**src/rtl/line_buffer_pkg.sv**
```systemverilog
// Shared definitions for the line-buffer family: the serializer state type and a
// helper that sizes row-index ports from a row count.
package line_buffer_pkg;

  typedef enum logic {PASS, REPLAY} lb_state_e;

  // Row indices carry one spare bit so BufferRows==1 still yields a legal 1-bit port.
  function automatic int row_idx_width(input int rows);
    return $clog2(rows) + 1;
  endfunction

endpackage

```
**src/rtl/counter_roll.sv**
```systemverilog
// Free-running up counter that rolls over to zero after max_val_i; wrap_o flags the
// enabled cycle on which the rollover happens.
module counter_roll #(
  parameter int Width = 4
) (
  input  logic             clk_i,
  input  logic             rst_ni,
  input  logic             en_i,
  input  logic [Width-1:0] max_val_i,
  output logic [Width-1:0] count_o,
  output logic             wrap_o
);

  logic [Width-1:0] count_q, count_d;

  always_comb begin
    wrap_o  = en_i && (count_q == max_val_i);
    count_d = count_q;
    if (en_i) begin
      count_d = (count_q == max_val_i) ? '0 : count_q + Width'(1);
    end
  end

  always_ff @(posedge clk_i or negedge rst_ni) begin
    if (!rst_ni) begin
      count_q <= '0;
    end else begin
      count_q <= count_d;
    end
  end

  assign count_o = count_q;

endmodule

```
**src/rtl/ram_1r1w_sync.sv**
```systemverilog
// Simple dual-port RAM: one write port, one read port, read data registered one
// cycle after re_i and held until the next read.
module ram_1r1w_sync #(
  parameter int Width = 8,
  parameter int Depth = 8
) (
  input  logic                     clk_i,
  input  logic                     we_i,
  input  logic [$clog2(Depth)-1:0] waddr_i,
  input  logic [Width-1:0]         wdata_i,
  input  logic                     re_i,
  input  logic [$clog2(Depth)-1:0] raddr_i,
  output logic [Width-1:0]         rdata_o
);

  logic [Width-1:0] mem_q [Depth];
  logic [Width-1:0] rdata_q;

  // Storage is never reset; every location is written before it is read back.
  always_ff @(posedge clk_i) begin
    if (we_i) begin
      mem_q[waddr_i] <= wdata_i;
    end
    if (re_i) begin
      rdata_q <= mem_q[raddr_i];
    end
  end

  assign rdata_o = rdata_q;

endmodule

```
**src/rtl/multi_row_serializer.sv**
```systemverilog
// Turns column beats of stacked rows back into a raster pixel stream: the oldest row
// streams through live, the younger rows are parked in RAM and replayed afterwards.
module multi_row_serializer
  import line_buffer_pkg::*;
#(
  parameter int BufferWidth   = 8,
  parameter int LineWidth     = 8,
  parameter int BufferRows    = 2,
  parameter int InputChannels = 1
) (
  input  logic                                                   clk_i,
  input  logic                                                   rst_ni,
  input  logic [InputChannels-1:0][BufferRows-1:0][BufferWidth-1:0] data_i,
  input  logic                                                   valid_i,
  output logic                                                   ready_o,
  output logic [InputChannels-1:0][BufferWidth-1:0]              data_o,
  output logic                                                   valid_o,
  input  logic                                                   ready_i,
  output logic [row_idx_width(BufferRows)-1:0]                   row_o,
  output logic                                                   last_o
);

  localparam int ColWidth    = $clog2(LineWidth);
  localparam int RowIdxWidth = row_idx_width(BufferRows);
  localparam int StoredRows  = (BufferRows > 1) ? BufferRows - 1 : 1;
  localparam int RamWidth    = InputChannels * BufferWidth * StoredRows;

  localparam logic [ColWidth-1:0]    LastCol = ColWidth'(LineWidth - 1);
  localparam logic [RowIdxWidth-1:0] TopRow  = RowIdxWidth'(BufferRows - 1);

  lb_state_e                state_q;
  logic [RowIdxWidth-1:0]   row_q;
  logic                     readsDone_q;
  logic                     outValid_q;
  logic [RowIdxWidth-1:0]   outRow_q;
  logic                     outLast_q;
  logic                     live_q;

  logic [ColWidth-1:0]      col;
  logic                     colWrap;
  logic                     colEn;
  logic                     inFire;
  logic                     replayIssue;
  logic                     finalFire;
  logic [InputChannels-1:0][BufferWidth-1:0] replayData;

  assign inFire      = valid_i && ready_o;
  assign replayIssue = (state_q == REPLAY) && !readsDone_q && (!outValid_q || ready_i);
  assign finalFire   = (state_q == REPLAY) && outValid_q && ready_i && outLast_q && (outRow_q == '0);
  assign colEn       = (state_q == PASS) ? inFire : replayIssue;

  counter_roll #(
    .Width (ColWidth)
  ) u_col (
    .clk_i     (clk_i),
    .rst_ni    (rst_ni),
    .en_i      (colEn),
    .max_val_i (LastCol),
    .count_o   (col),
    .wrap_o    (colWrap)
  );

  // One FSM owns the row cursor and the replay output register; a read issued this
  // cycle becomes the visible beat next cycle, tagged with the row it was read for.
  always_ff @(posedge clk_i or negedge rst_ni) begin
    if (!rst_ni) begin
      state_q     <= PASS;
      row_q       <= TopRow;
      readsDone_q <= 1'b0;
      outValid_q  <= 1'b0;
      outRow_q    <= TopRow;
      outLast_q   <= 1'b0;
      live_q      <= 1'b0;
    end else begin
      live_q <= 1'b1;
      case (state_q)
        PASS: begin
          if (inFire && colWrap && (BufferRows > 1)) begin
            state_q <= REPLAY;
            row_q   <= TopRow - RowIdxWidth'(1);
          end
        end
        REPLAY: begin
          if (replayIssue) begin
            outValid_q <= 1'b1;
            outRow_q   <= row_q;
            outLast_q  <= (col == LastCol);
            if (col == LastCol) begin
              if (row_q == '0) begin
                readsDone_q <= 1'b1;
              end else begin
                row_q <= row_q - RowIdxWidth'(1);
              end
            end
          end else if (ready_i) begin
            outValid_q <= 1'b0;
          end
          if (finalFire) begin
            state_q     <= PASS;
            row_q       <= TopRow;
            readsDone_q <= 1'b0;
            outValid_q  <= 1'b0;
          end
        end
        default: state_q <= PASS;
      endcase
    end
  end

  generate
    if (BufferRows > 1) begin : g_replay
      logic [RamWidth-1:0] ramWdata;
      logic [RamWidth-1:0] ramRdata;

      always_comb begin
        ramWdata = '0;
        for (int ch = 0; ch < InputChannels; ch++) begin
          for (int r = 0; r < StoredRows; r++) begin
            ramWdata[(ch*StoredRows + r)*BufferWidth +: BufferWidth] = data_i[ch][r];
          end
        end
      end

      ram_1r1w_sync #(
        .Width (RamWidth),
        .Depth (LineWidth)
      ) u_ram (
        .clk_i   (clk_i),
        .we_i    ((state_q == PASS) && inFire),
        .waddr_i (col),
        .wdata_i (ramWdata),
        .re_i    (replayIssue),
        .raddr_i (col),
        .rdata_o (ramRdata)
      );

      // RAM data only changes on a read, so the selected slice holds through stalls.
      always_comb begin
        replayData = '0;
        for (int ch = 0; ch < InputChannels; ch++) begin
          for (int r = 0; r < StoredRows; r++) begin
            if (outRow_q == RowIdxWidth'(r)) begin
              replayData[ch] = ramRdata[(ch*StoredRows + r)*BufferWidth +: BufferWidth];
            end
          end
        end
      end
    end else begin : g_pass
      assign replayData = '0;
    end
  endgenerate

  always_comb begin
    ready_o = 1'b0;
    valid_o = 1'b0;
    last_o  = 1'b0;
    row_o   = TopRow;
    data_o  = '0;
    if (state_q == PASS) begin
      if (live_q) begin
        ready_o = ready_i;
        valid_o = valid_i;
        last_o  = valid_i && (col == LastCol);
        for (int ch = 0; ch < InputChannels; ch++) begin
          data_o[ch] = data_i[ch][BufferRows-1];
        end
      end
    end else begin
      valid_o = outValid_q;
      row_o   = outRow_q;
      last_o  = outValid_q && outLast_q;
      data_o  = replayData;
    end
  end

endmodule

```
**config.mk**
```make
export PLATFORM = sky130hd
export DESIGN_NAME = multi_row_serializer
export DESIGN_NICKNAME = d
export VERILOG_FILES = /design/src/rtl/line_buffer_pkg.sv /design/src/rtl/counter_roll.sv /design/src/rtl/ram_1r1w_sync.sv /design/src/rtl/multi_row_serializer.sv
export SDC_FILE = /design/constraint.sdc
export NUM_CORES = 1
export LEC_CHECK = 0
export ABC_AREA = 1
export CORE_ASPECT_RATIO = 1.4
export CORE_MARGIN = 8
export CORE_UTILIZATION = 52
export CTS_BUF_LIST = sky130_fd_sc_hd__clkbuf_16
export CTS_CLUSTER_SIZE = 20
export DETAILED_ROUTE_END_ITERATION = 10
export PLACE_DENSITY = 0.76
export SLEW_MARGIN = 30
export SYNTH_ARGS = -nofsm -noshare
export SYNTH_HDL_FRONTEND = slang
export SYNTH_HIERARCHICAL = 1
export SYNTH_SLANG_ARGS = --single-unit
```
**constraint.sdc**
```tcl
create_clock -name clk_i -period 1.43 [get_ports clk_i]
set_input_delay 0.143 -clock clk_i [delete_from_list [all_inputs] [get_ports clk_i]]
set_output_delay 0.143 -clock clk_i [all_outputs]
set_load 0.01 [all_outputs]
```
# Word level (Yosys, flattened, before mapping)
# Memories as Yosys holds them, arrays and structs flattened. A register that Yosys moved wholly into a read port is not among the register bits.
# Index checks and enable logic that the tools add are counted.
# word_totals
ram_bits	64
regBits	12
mem_count	1
out_inout_bits	13
elab_cells	72
input_bits	20
# op_classes
add_sub_neg	2
n_eq_ne	5
muxes	30
n_reduce_logical	25
n_bitwise	1
# memory_table
memory	words	word_bits	read_ports	rd_clocked_by_memory_dff	wr	line_no	text
g_replay.u_ram.mem_q	8	8	1	1	1	ram_1r1w_sync.sv:16	logic [Width-1:0] mem_q [Depth];
# op_table
operator	count
8-bit two-way mux	3
1-bit two-way mux	18
1-bit logical AND	12
2-bit two-way mux	6
4-bit AND reduction	2
3-bit by 1-bit != test with 1-bit output (second input constant)	2
2-bit nonzero test	3
2-bit logical NOT	2
2-bit one-hot mux with 2 select lines	1
2-bit AND reduction	2
3-bit by 1-bit adder with 3-bit output (second input constant)	1
3-bit equality test (second input constant)	1
3-bit two-way mux	1
3-bit != test (second input constant)	1
3-bit nonzero test	1
1-bit logical NOT	2
2-bit by 1-bit != test with 1-bit output (second input constant)	1
1-bit one-hot mux with 2 select lines	1
2-bit by 1-bit subtractor with 2-bit output (second input constant)	1
1-bit logical OR	1
1-bit NOT	1

# Logic depth before layout (Yosys ltp)
# Gate-level depths: netlist of run 1.
# depth
ltp_word	8
mapped_depth	11
ltp_nobuf	11

# Cells and area by module
# The synthesis of run 1 kept the hierarchy.
# modules_own_cells
module	seq_area_each_um2	cells_per_inst	area_each_um2	instances
ram_1r1w_sync	2162.1	303	3130.5	1
multi_row_serializer	227.7	78	604.3	1
counter_roll	75.1	32	206.4	1

# Worst setup path before layout of run 1
# No wires, ideal clock.
# synth_path
path_type	reg2reg
startpoint	register state_q
endpoint	memory g_replay.u_ram.mem_q[1][0] (enable)
path_stages_with_launch	6
path_buffers	0
setup_time_ns	0.370
synth_period_minus_slack_ns	1.582
slack_ns	-0.152
t_arrival_ns	1.212
required_ns	1.060
path_cell_list	dfrtp_1 > nor2_1 > inv_1 > nor2_1 > nand2_1 > nor2_1
# synth_between
elab_chain_cells	5
elab_cells_between_ends	6
classes_between	mux: 3; bitwise: 1; reduce/logical: 2
# synth_rtl
element	line_no	text
start, declared	multi_row_serializer.sv:31	lb_state_e state_q;
start signal, assigned	multi_row_serializer.sv:67	state_q <= PASS;
start signal, assigned	multi_row_serializer.sv:79	state_q <= REPLAY;
start signal, assigned	multi_row_serializer.sv:99	state_q <= PASS;
1-bit two-way mux	multi_row_serializer.sv:159	if (state_q == PASS) begin
1-bit logical AND	multi_row_serializer.sv:47	assign inFire = valid_i && ready_o;
1-bit logical AND *	multi_row_serializer.sv:129	.we_i ((state_q == PASS) && inFire),
1-bit two-way mux *	ram_1r1w_sync.sv:21	if (we_i) begin
1-bit two-way mux (implied by the code) *	ram_1r1w_sync.sv:22	mem_q[waddr_i] <= wdata_i;
end, declared	ram_1r1w_sync.sv:16	
# Every way passes the cells marked *; elsewhere a longest branch is shown, timed or not.

==> impl_metrics.json, run 1 <==
{
  "finalHoldViolCount": 0,
  "grt_pass1_vias": 3023,
  "ys_warn_count": 6,
  "clock-skew-final_ns": 0.004026,
  "portBuffers": 32,
  "via_per_inst": 4.874,
  "reg2reg_to": "g_replay.u_ram/mem_q[5][0]",
  "setup_viol": 77,
  "grt_start_max_net_pins": 33,
  "layout_commonest_cell": "nand2_1",
  "cts-buffers-inserted": 9,
  "yosysSeqAreaShare_pct": 62.54,
  "worstSetupPathType": "reg2out",
  "clock_path_buffers": 2,
  "antenna_found_initial": 0,
  "placed_cell_area_um2": 4531,
  "core_area_um2": 7361,
  "tritoncts": "yes",
  "wl_met3_um": 477,
  "maxSlewHeadroom_pct": 63.17,
  "swShare_pct": 19.18,
  "insertion_delay_ns": 0.34,
  "required_ns": 1.29,
  "total_power_mw": 4.781,
  "detail-route-antenna-nets": 0,
  "drv_cap": 0,
  "nets": 515,
  "wl_met2_mm": 4.811,
  "critPathLaunchType": "register",
  "crit_path_start": "state_q",
  "top_layer_used": "met4",
  "worstPathArrival_ns": 1.45,
  "pin_count": 33,
  "area_growth_pct": 28.06,
  "dp_slack_ns": -0.5407,
  "max_freq_ghz": 0.6260,
  "synth_top_area_share_pct": 54.86,
  "syn_inst": 413,
  "cts.clk_slew.worst_paths_ns": 0.06,
  "drtPass1Iterations": 4,
  "wl_per_cell_um": 14.40,
  "layout_common_cells": "133 x nand2_1, 85 x inv_1, 72 x edfxtp_1",
  "drive_gt1_share_pct": 22.09,
  "num_vias": 2900,
  "drtIter0Drc": 214,
  "diodes": 0,
  "grt_overflow": 0,
  "grt_pass1_wl_mm": 14.26,
  "final_area_um2": 5047,
  "r2r_slack_ns": -0.13,
  "num_rows": 37,
  "place_hpwl_mm": 6.086,
  "synth_top_area_cell": "edfxtp_1",
  "p_switching_uw": 917.1,
  "synth_area_leaders": "edfxtp_1 55%, nand2_1 13%, inv_1 8.1%",
  "worstPathMaxFanout": 5,
  "p_per_area_nw_per_um2": 947.2,
  "hp-class": "in2async",
  "drc": 0,
  "place.gp.congestion": 0.8834,
  "die_y_um": 119.0,
  "tightest_slew_ns": 0.5507,
  "combPwrFrac_pct": 2.3,
  "die_area_um2": 10660,
  "p_clk_share_pct": 42.1,
  "wl_mm": 8.570,
  "cts_sinks": 84,
  "slew_violations": 0,
  "fill_cells": 539,
  "synth.ff_latch_count": 84,
  "intPower_mw": 3.864,
  "synth_area_per_cell_um2": 9.543,
  "status": "finished, violations left",
  "min_period_over_period_pct": 111.7,
  "htree_levels": 3,
  "die_x_um": 89.58,
  "reg2reg_from": "state_q",
  "rsz0062_at_grt": "yes",
  "whs_ns": 0.1653,
  "violations": "negative setup slack",
  "end_kind": "primary output",
  "hold_buffers": 0,
  "setup.worst_path.end": "data_o[0]",
  "seqPwrFrac_pct": 55.6,
  "cts_root_buffer": "clkbuf_16",
  "wl_met1_mm": 3.067,
  "syn_area_um2": 3941,
  "r2r_cells": 6,
  "leakage_nw": 2.326,
  "period_needed_ns": 1.597,
  "ir_drop_v": 0.001023,
  "setup_ws_ns": -0.1674,
  "grt.total_usage_pct": 17.96,
  "initial_core_util_pct": 53.54,
  "ys_types": 27
}
[worst min path at each step]
| stage | endpoint | slack (ns) |
|---|---|---|
| 3_5_place_dp | row_q[0] | 0.46 |
| 3_3_place_gp | row_q[0] | 0.45 |
| 2_1_floorplan | live_q | -0.15 |
| 5_1_grt | u_col/count_o[2] | 0.20 |
| 4_1_cts | u_col/count_o[2] | 0.17 |
| 6_report | row_q[1] | 0.17 |
[sequential cells by signal, indices dropped and copies added, names as in the netlist, 2 cells and up]
register / count
g_replay.u_ram/mem_q: 64
g_replay.u_ram/rdata_o: 8
outRow_q: 2
row_q: 2
u_col/count_o: 3
[worst max-delay path, cell delays in order (launching register included)]
cell and delay, ns:
dfrtp_2 0.45, buf_4 0.15, buf_4 0.14, a32o_1 0.24
buf_2 0.14
[synth_stat cells]
cell	number
a21oi_1	1
a32o_1	8
buf_2	2
buf_4	3
buf_6	6
clkbuf_1	1
conb_1	1
dfrtp_1	10
dfstp_2	2
edfxtp_1	72
ha_1	2
inv_1	85
inv_2	4
inv_4	1
nand2_1	140
nand2_2	3
nand2_4	1
nand3_1	38
nand4_1	2
nor2_1	15
nor2_2	2
nor2_4	2
nor3_1	1
o21ai_0	8
or2_2	1
xnor2_1	1
xor2_1	1
[per-stage QoR]
step	setup TNS, ns	instances	utilization, %
3_3_place_gp	-27.12	562	61.55
4_1_cts	-5.961	595	68.08
3_5_place_dp	-34.84	562	61.55
6_report	-6.937	595	68.57
2_1_floorplan	-6.126	418	-
5_1_grt	-12.82	595	68.57
[cell families (layout without fill, tap and decap cells)]
logic type	Yosys count	after routing	share of synthesized area (%)
DFF	84	84	62.54
xor gates and xnor gates	2	2	0.4445
and+or+nand+nor	205	206	21.84
AOI/OAI and AO/OA	17	17	3.175
adders and majority gates	2	2	0.6348
other	1	6	0.09515
buffers and inverters	102	181	11.27
[repair_timing]
action	4_1_cts	5_1_grt
pin swaps	9	1
gates resized for setup	97	14
gates cloned	2	0
endpoints found under the setup margin	95	88
buffers inserted	16	0
[power groups by stage]
stage	logic [mW]	clock network (mW)	registers (mW)
detailed placement	0.107	0	2.71
floorplan	0.0128	0	2.71
finish	0.110	2.01	2.66
CTS	0.111	2.06	2.66
global route	0.120	2.18	2.66
global placement	0.108	0	2.71
[cell type report]
cell class	count	area (um^2)	share of cell area, %
Sequential cell	84	2467	48.88
Clock inverter	7	37.54	0.7437
Timing Repair Buffer	75	659.4	13.06
Inverter	90	357.8	7.090
Clock buffer	9	225.2	4.462
Multi-Input combinational cell	233	1179	23.35
Tap cell	97	121.4	2.405
[metal layers]
metal	vias to the layer above	track usage (%)
met2	83	32.27
met3	17	4.474
met5	-	0
li1	1456	-
met4	0	11.08
met1	1344	17.41
Note: power is estimated with default switching activity, not from simulation.
==> run 2: changes to the inputs <==
Settings changed: PLACE_DENSITY 0.76 to 0.73.
==> run 2 against run 1 <==
  * The run still ends with negative setup slack left
  * Non-clock buffer count is 5 higher
  * Hold slack improved by 0.0039 ns
  * Combinational power rose by 7%
  * Cell count grew 0.84%
  * Power up 13%
  * Global-route usage is 0.19 points lower
  * Core utilization is 4.2 points higher
  * Sequential power is essentially flat
  * Fmax rose by 1.2%
  * Final area rose by 6.1%
  * Critical endpoint is now data_o[6]
==> impl_metrics.json, run 2 (synthesis results as in run 1) <==
{
  "hold_buffers": 0,
  "portBuffers": 32,
  "timing.setup.tns_ns": -7.774,
  "hp-class": "in2async",
  "die_y_um": 119.0,
  "layout.cells.non_filler": 600,
  "cts_sinks": 84,
  "dp_cells": 564,
  "clock-skew-final_ns": 0.008680,
  "drc": 0,
  "setup_viol": 76,
  "maxSlewHeadroom_pct": 62.92,
  "grt_pass1_wl_mm": 14.23,
  "die_x_um": 89.58,
  "cts-buffers-inserted": 9,
  "htree_levels": 3,
  "cts.clk_slew.worst_paths_ns": 0.06,
  "regMostFlops": "g_replay.u_ram/mem_q",
  "grt.total_usage_pct": 17.77,
  "min_period_over_period_pct": 110.4,
  "worstPathMaxFanout": 5,
  "p_per_area_nw_per_um2": 1007,
  "pin_count": 33,
  "num_rows": 37,
  "leakage_nw": 2.457,
  "core_area_um2": 7361,
  "die_area_um2": 10660,
  "num_vias": 3047,
  "layout_commonest_cell": "nand2_1",
  "drtIter0Drc": 240,
  "largest_reg_flops": 64,
  "max_freq_ghz": 0.6335,
  "insertion_delay_ns": 0.33,
  "required_ns": 1.29,
  "multiInputGateArea_um2": 1269,
  "place_hpwl_mm": 6.037,
  "tritoncts": "yes",
  "r2r_cells": 12,
  "detail-route-antenna-nets": 0,
  "grt_pass1_vias": 3003,
  "clock_path_buffers": 2,
  "wl_mm": 9.742,
  "cts_root_buffer": "clkbuf_16",
  "fill_cells": 466,
  "tightest_slew_ns": 0.5544,
  "regArea_um2": 2469,
  "total_power_mw": 5.393,
  "worstPathArrival_ns": 1.44,
  "drtPass1Iterations": 5,
  "grt_start_max_net_pins": 17,
  "end_kind": "primary output",
  "violations": "negative setup slack",
  "status": "finished, violations left",
  "area_growth_pct": 35.90,
  "nets": 520,
  "dp_slack_ns": -0.4407,
  "grt_overflow": 0,
  "slew_violations": 0,
  "worstSetupPathType": "reg2out",
  "drv_cap": 0,
  "finalHoldViolCount": 0,
  "place.gp.congestion": 0.8486,
  "setup_ws_ns": -0.1484,
  "initial_core_util_pct": 53.54,
  "whs_ns": 0.1691,
  "ir_drop_v": 0.001136,
  "rsz0062_at_grt": "yes",
  "period_needed_ns": 1.578,
  "layout_common_cells": "128 x nand2_1, 83 x inv_1, 72 x edfxtp_1",
  "antenna_found_initial": 0,
  "drive_gt1_share_pct": 26.24,
  "via_per_inst": 5.078,
  "wl_per_cell_um": 16.24,
  "diodes": 0,
  "critPathLaunchType": "register"
}
==> run 2: changes by cell type in the layout (fill, tap and decap cells not counted), sizes merged <==
cell           delta
clkinv            -4
bufinv            +3
clkbuf            +3
buf               +1
clkdlybuf4s15     +1
inv               +1
==> run 2: report_power, final <==
part	switching, mW	internal, mW	total, mW	leakage [nW]
Sequential	0.00148	2.66	2.66	0.786
Clock	0.910	1.71	2.62	0.170
Combinational	0.0612	0.0571	0.118	1.50
==> run 2: area by class of cell <==
| class | instances | area share, % |
|---|---|---|
| clock buffer | 9 | 4.205 |
| tap | 97 | 2.266 |
| timing repair buffer | 80 | 14.86 |
| inverter | 90 | 6.727 |
| multi-input combinational | 233 | 23.69 |
| clock inverter | 7 | 2.172 |
| sequential | 84 | 46.09 |
==> run 2: per-layer routing <==
layer	vias up	share of wire [%]	GRT usage, %
met5	-	0	0
met1	1448	37	18.90
met3	32	4.9	3.304
met4	0	4.0	10.45
li1	1461	-	-
met2	106	54	31.12
==> run 2: path summary, 6_finish.rpt <==
| kind | from | endpoint | slack [ns] |
|---|---|---|---|
| max | live_q | data_o[6] | -0.15 |
| min | rst_ni | row_q[1] | 0.17 |
| max reg2reg | state_q | row_q[1] | -0.12 |
| min reg2reg | row_q[0] | row_q[0] | 0.47 |
| max in group asynchronous | rst_ni | state_q | 0.86 |
| min in group clk_i | row_q[0] | row_q[0] | 0.47 |
==> run 2: timing repair <==
item / 4_1_cts / 5_1_grt
pin swaps: 11 / 17
setup buffers: 11 / 8
resized for setup: 85 / 51
setup endpoints to repair: 87 / 100
cloned: 2 / 3
==> run 2: through the flow <==
| step | util, % | cell area, um^2 |
|---|---|---|
| 6_report | 72.77 | 5356 |
| 5_1_grt | 72.77 | 5356 |
| 4_1_cts | 68.96 | 5076 |
| 3_5_place_dp | 61.92 | 4558 |
| 3_3_place_gp | 61.92 | 4558 |
| 2_1_floorplan | - | 3990 |
==> run 2: worst max-delay path: stages, from the launching register on <==
cell and delay, ns:
dfrtp_1 0.40, buf_6 0.13, nand2_4 0.07, inv_4 0.05, buf_6 0.11, a32o_1 0.20
buf_2 0.14
==> run 3: changes to the inputs <==
Settings changed: CORE_MARGIN 8 to 1.5.
==> run 3 against run 2 <==
  * The run still ends with negative setup slack left
  * Non-clock buffer count is 5 lower
  * Largest cell class unchanged
  * Hold slack better by 0.0047 ns
  * Count of clock-buffer cells in the layout unchanged
  * Routed wire length is 9.1% lower
  * Sequential cell count unchanged
  * Sequential power hardly changed
  * Die area decreased by 24%
  * Critical endpoint is now data_o[4]
  * Highest routed layer unchanged
==> impl_metrics.json, run 3 (synthesis results as in run 1) <==
{
  "clock-skew-final_ns": 0.01001,
  "htree_levels": 3,
  "setup_ws_ns": -0.1733,
  "whs_ns": 0.1739,
  "critPathLaunchType": "register",
  "pin_count": 33,
  "insertion_delay_ns": 0.34,
  "finalHoldViolCount": 0,
  "dp_slack_ns": -0.4929,
  "core_area_um2": 7361,
  "num_rows": 37,
  "tightest_slew_ns": 0.5724,
  "area_growth_pct": 30.48,
  "hp-class": "in2async",
  "end_kind": "primary output",
  "drive_gt1_share_pct": 22.09,
  "grt_pass1_vias": 3041,
  "ir_drop_v": 0.001215,
  "rsz0062_at_grt": "yes",
  "portBuffers": 32,
  "violations": "negative setup slack",
  "clock_path_buffers": 2,
  "nets": 515,
  "setup_viol": 80,
  "place_hpwl_mm": 5.964,
  "layout_common_cells": "133 x nand2_1, 84 x inv_1, 72 x edfxtp_1",
  "tritoncts": "yes",
  "status": "finished, violations left",
  "cts_sinks": 84,
  "die_y_um": 106.0,
  "worstPathArrival_ns": 1.46,
  "worstPathMaxFanout": 5,
  "required_ns": 1.29,
  "period_needed_ns": 1.603,
  "layout_commonest_cell": "nand2_1",
  "p_per_area_nw_per_um2": 1011,
  "grt_start_max_net_pins": 33,
  "num_vias": 2981,
  "drc": 0,
  "drv_cap": 0,
  "antenna_found_initial": 0,
  "cts.clk_slew.worst_paths_ns": 0.06,
  "place.gp.congestion": 0.8674,
  "drtIter0Drc": 209,
  "hold_buffers": 0,
  "timing.setup.tns_ns": -7.659,
  "die_x_um": 76.58,
  "die_area_um2": 8118,
  "min_period_over_period_pct": 112.1,
  "via_per_inst": 5.010,
  "detail-route-antenna-nets": 0,
  "leakage_nw": 2.365,
  "worstSetupPathType": "reg2out",
  "diodes": 0,
  "cts-buffers-inserted": 9,
  "max_freq_ghz": 0.6237,
  "maxSlewHeadroom_pct": 61.72,
  "largest_reg_flops": 64,
  "slew_violations": 0,
  "regMostFlops": "g_replay.u_ram/mem_q",
  "grt_pass1_wl_mm": 14.35,
  "wl_mm": 8.860,
  "wl_per_cell_um": 14.89,
  "initial_core_util_pct": 53.54,
  "grt.total_usage_pct": 23.58,
  "cts_root_buffer": "clkbuf_16",
  "drtPass1Iterations": 4,
  "grt_overflow": 0
}
run 3: changes by cell type in the layout (fill, tap and decap cells not counted), sizes merged:
cell and delta:
bufinv -1, inv -1, clkbuf -3, clkinv +3
buf -1, clkinvlp -1, clkdlybuf4s15 -1
run 3: path summary, 6_finish.rpt:
| check | start | to | slack (ns) | depth (start not counted) |
|---|---|---|---|---|
| max | state_q | data_o[4] | -0.17 | 6 |
| min | rst_ni | row_q[1] | 0.17 | 1 |
| max reg2reg | live_q | g_replay.u_ram/mem_q[5][2] | -0.17 | 7 |
| min reg2reg | row_q[0] | row_q[0] | 0.46 | 2 |
| max in group asynchronous | rst_ni | outRow_q[1] | 0.85 | 1 |
| min in group clk_i | row_q[0] | row_q[0] | 0.46 | 2 |
run 3: stage by stage:
step	power [mW]	instance area [um^2]	instances	utilization [%]
2_1_floorplan	2.723	3990	418	-
3_3_place_gp	2.818	4546	564	61.75
3_5_place_dp	2.819	4546	564	61.75
4_1_cts	5.233	5054	591	68.66
5_1_grt	5.364	5142	595	69.86
6_report	5.197	5142	595	69.86
run 3: what timing repair did:
action / 4_1_cts / 5_1_grt
setup endpoints to repair: 88 / 99
buffers inserted: 10 / 6
pin swaps: 12 / 13
gates resized for setup: 92 / 25
gates cloned: 1 / 0
run 3: layout make-up:
type | count | area, um^2
tap | 97 | 121.4
sequential | 84 | 2466
clock inverter | 7 | 90.09
clock buffer | 9 | 225.2
timing repair buffer | 75 | 696.9
inverter | 90 | 362.8
fill | 527 | 2218
multi-input combinational | 233 | 1180
run 3: power by group:
| part | internal, mW | total (mW) | switching [mW] |
|---|---|---|---|
| Clock | 1.52 | 2.43 | 0.906 |
| Sequential | 2.66 | 2.66 | 0.00119 |
| Combinational | 0.0539 | 0.110 | 0.0560 |
run 3: metal layers:
metal  global-route usage, %  share of wire (%)  routed length (um)  vias up
met4                   10.45                2.8                 248        0
met1                   25.39                 37                3298     1416
met2                   43.69                 55                4898       93
met5                       0                  0                   0        -
li1                        -                  -                   -     1453
met3                   5.408                4.7                 414       19
run 3: worst max-delay path, stage by stage (launching register included):
cell and delay, ns:
dfrtp_1 0.43, inv_2 0.07, nand2_2 0.10, inv_4 0.05
buf_6 0.12, a32o_1 0.21, buf_2 0.14
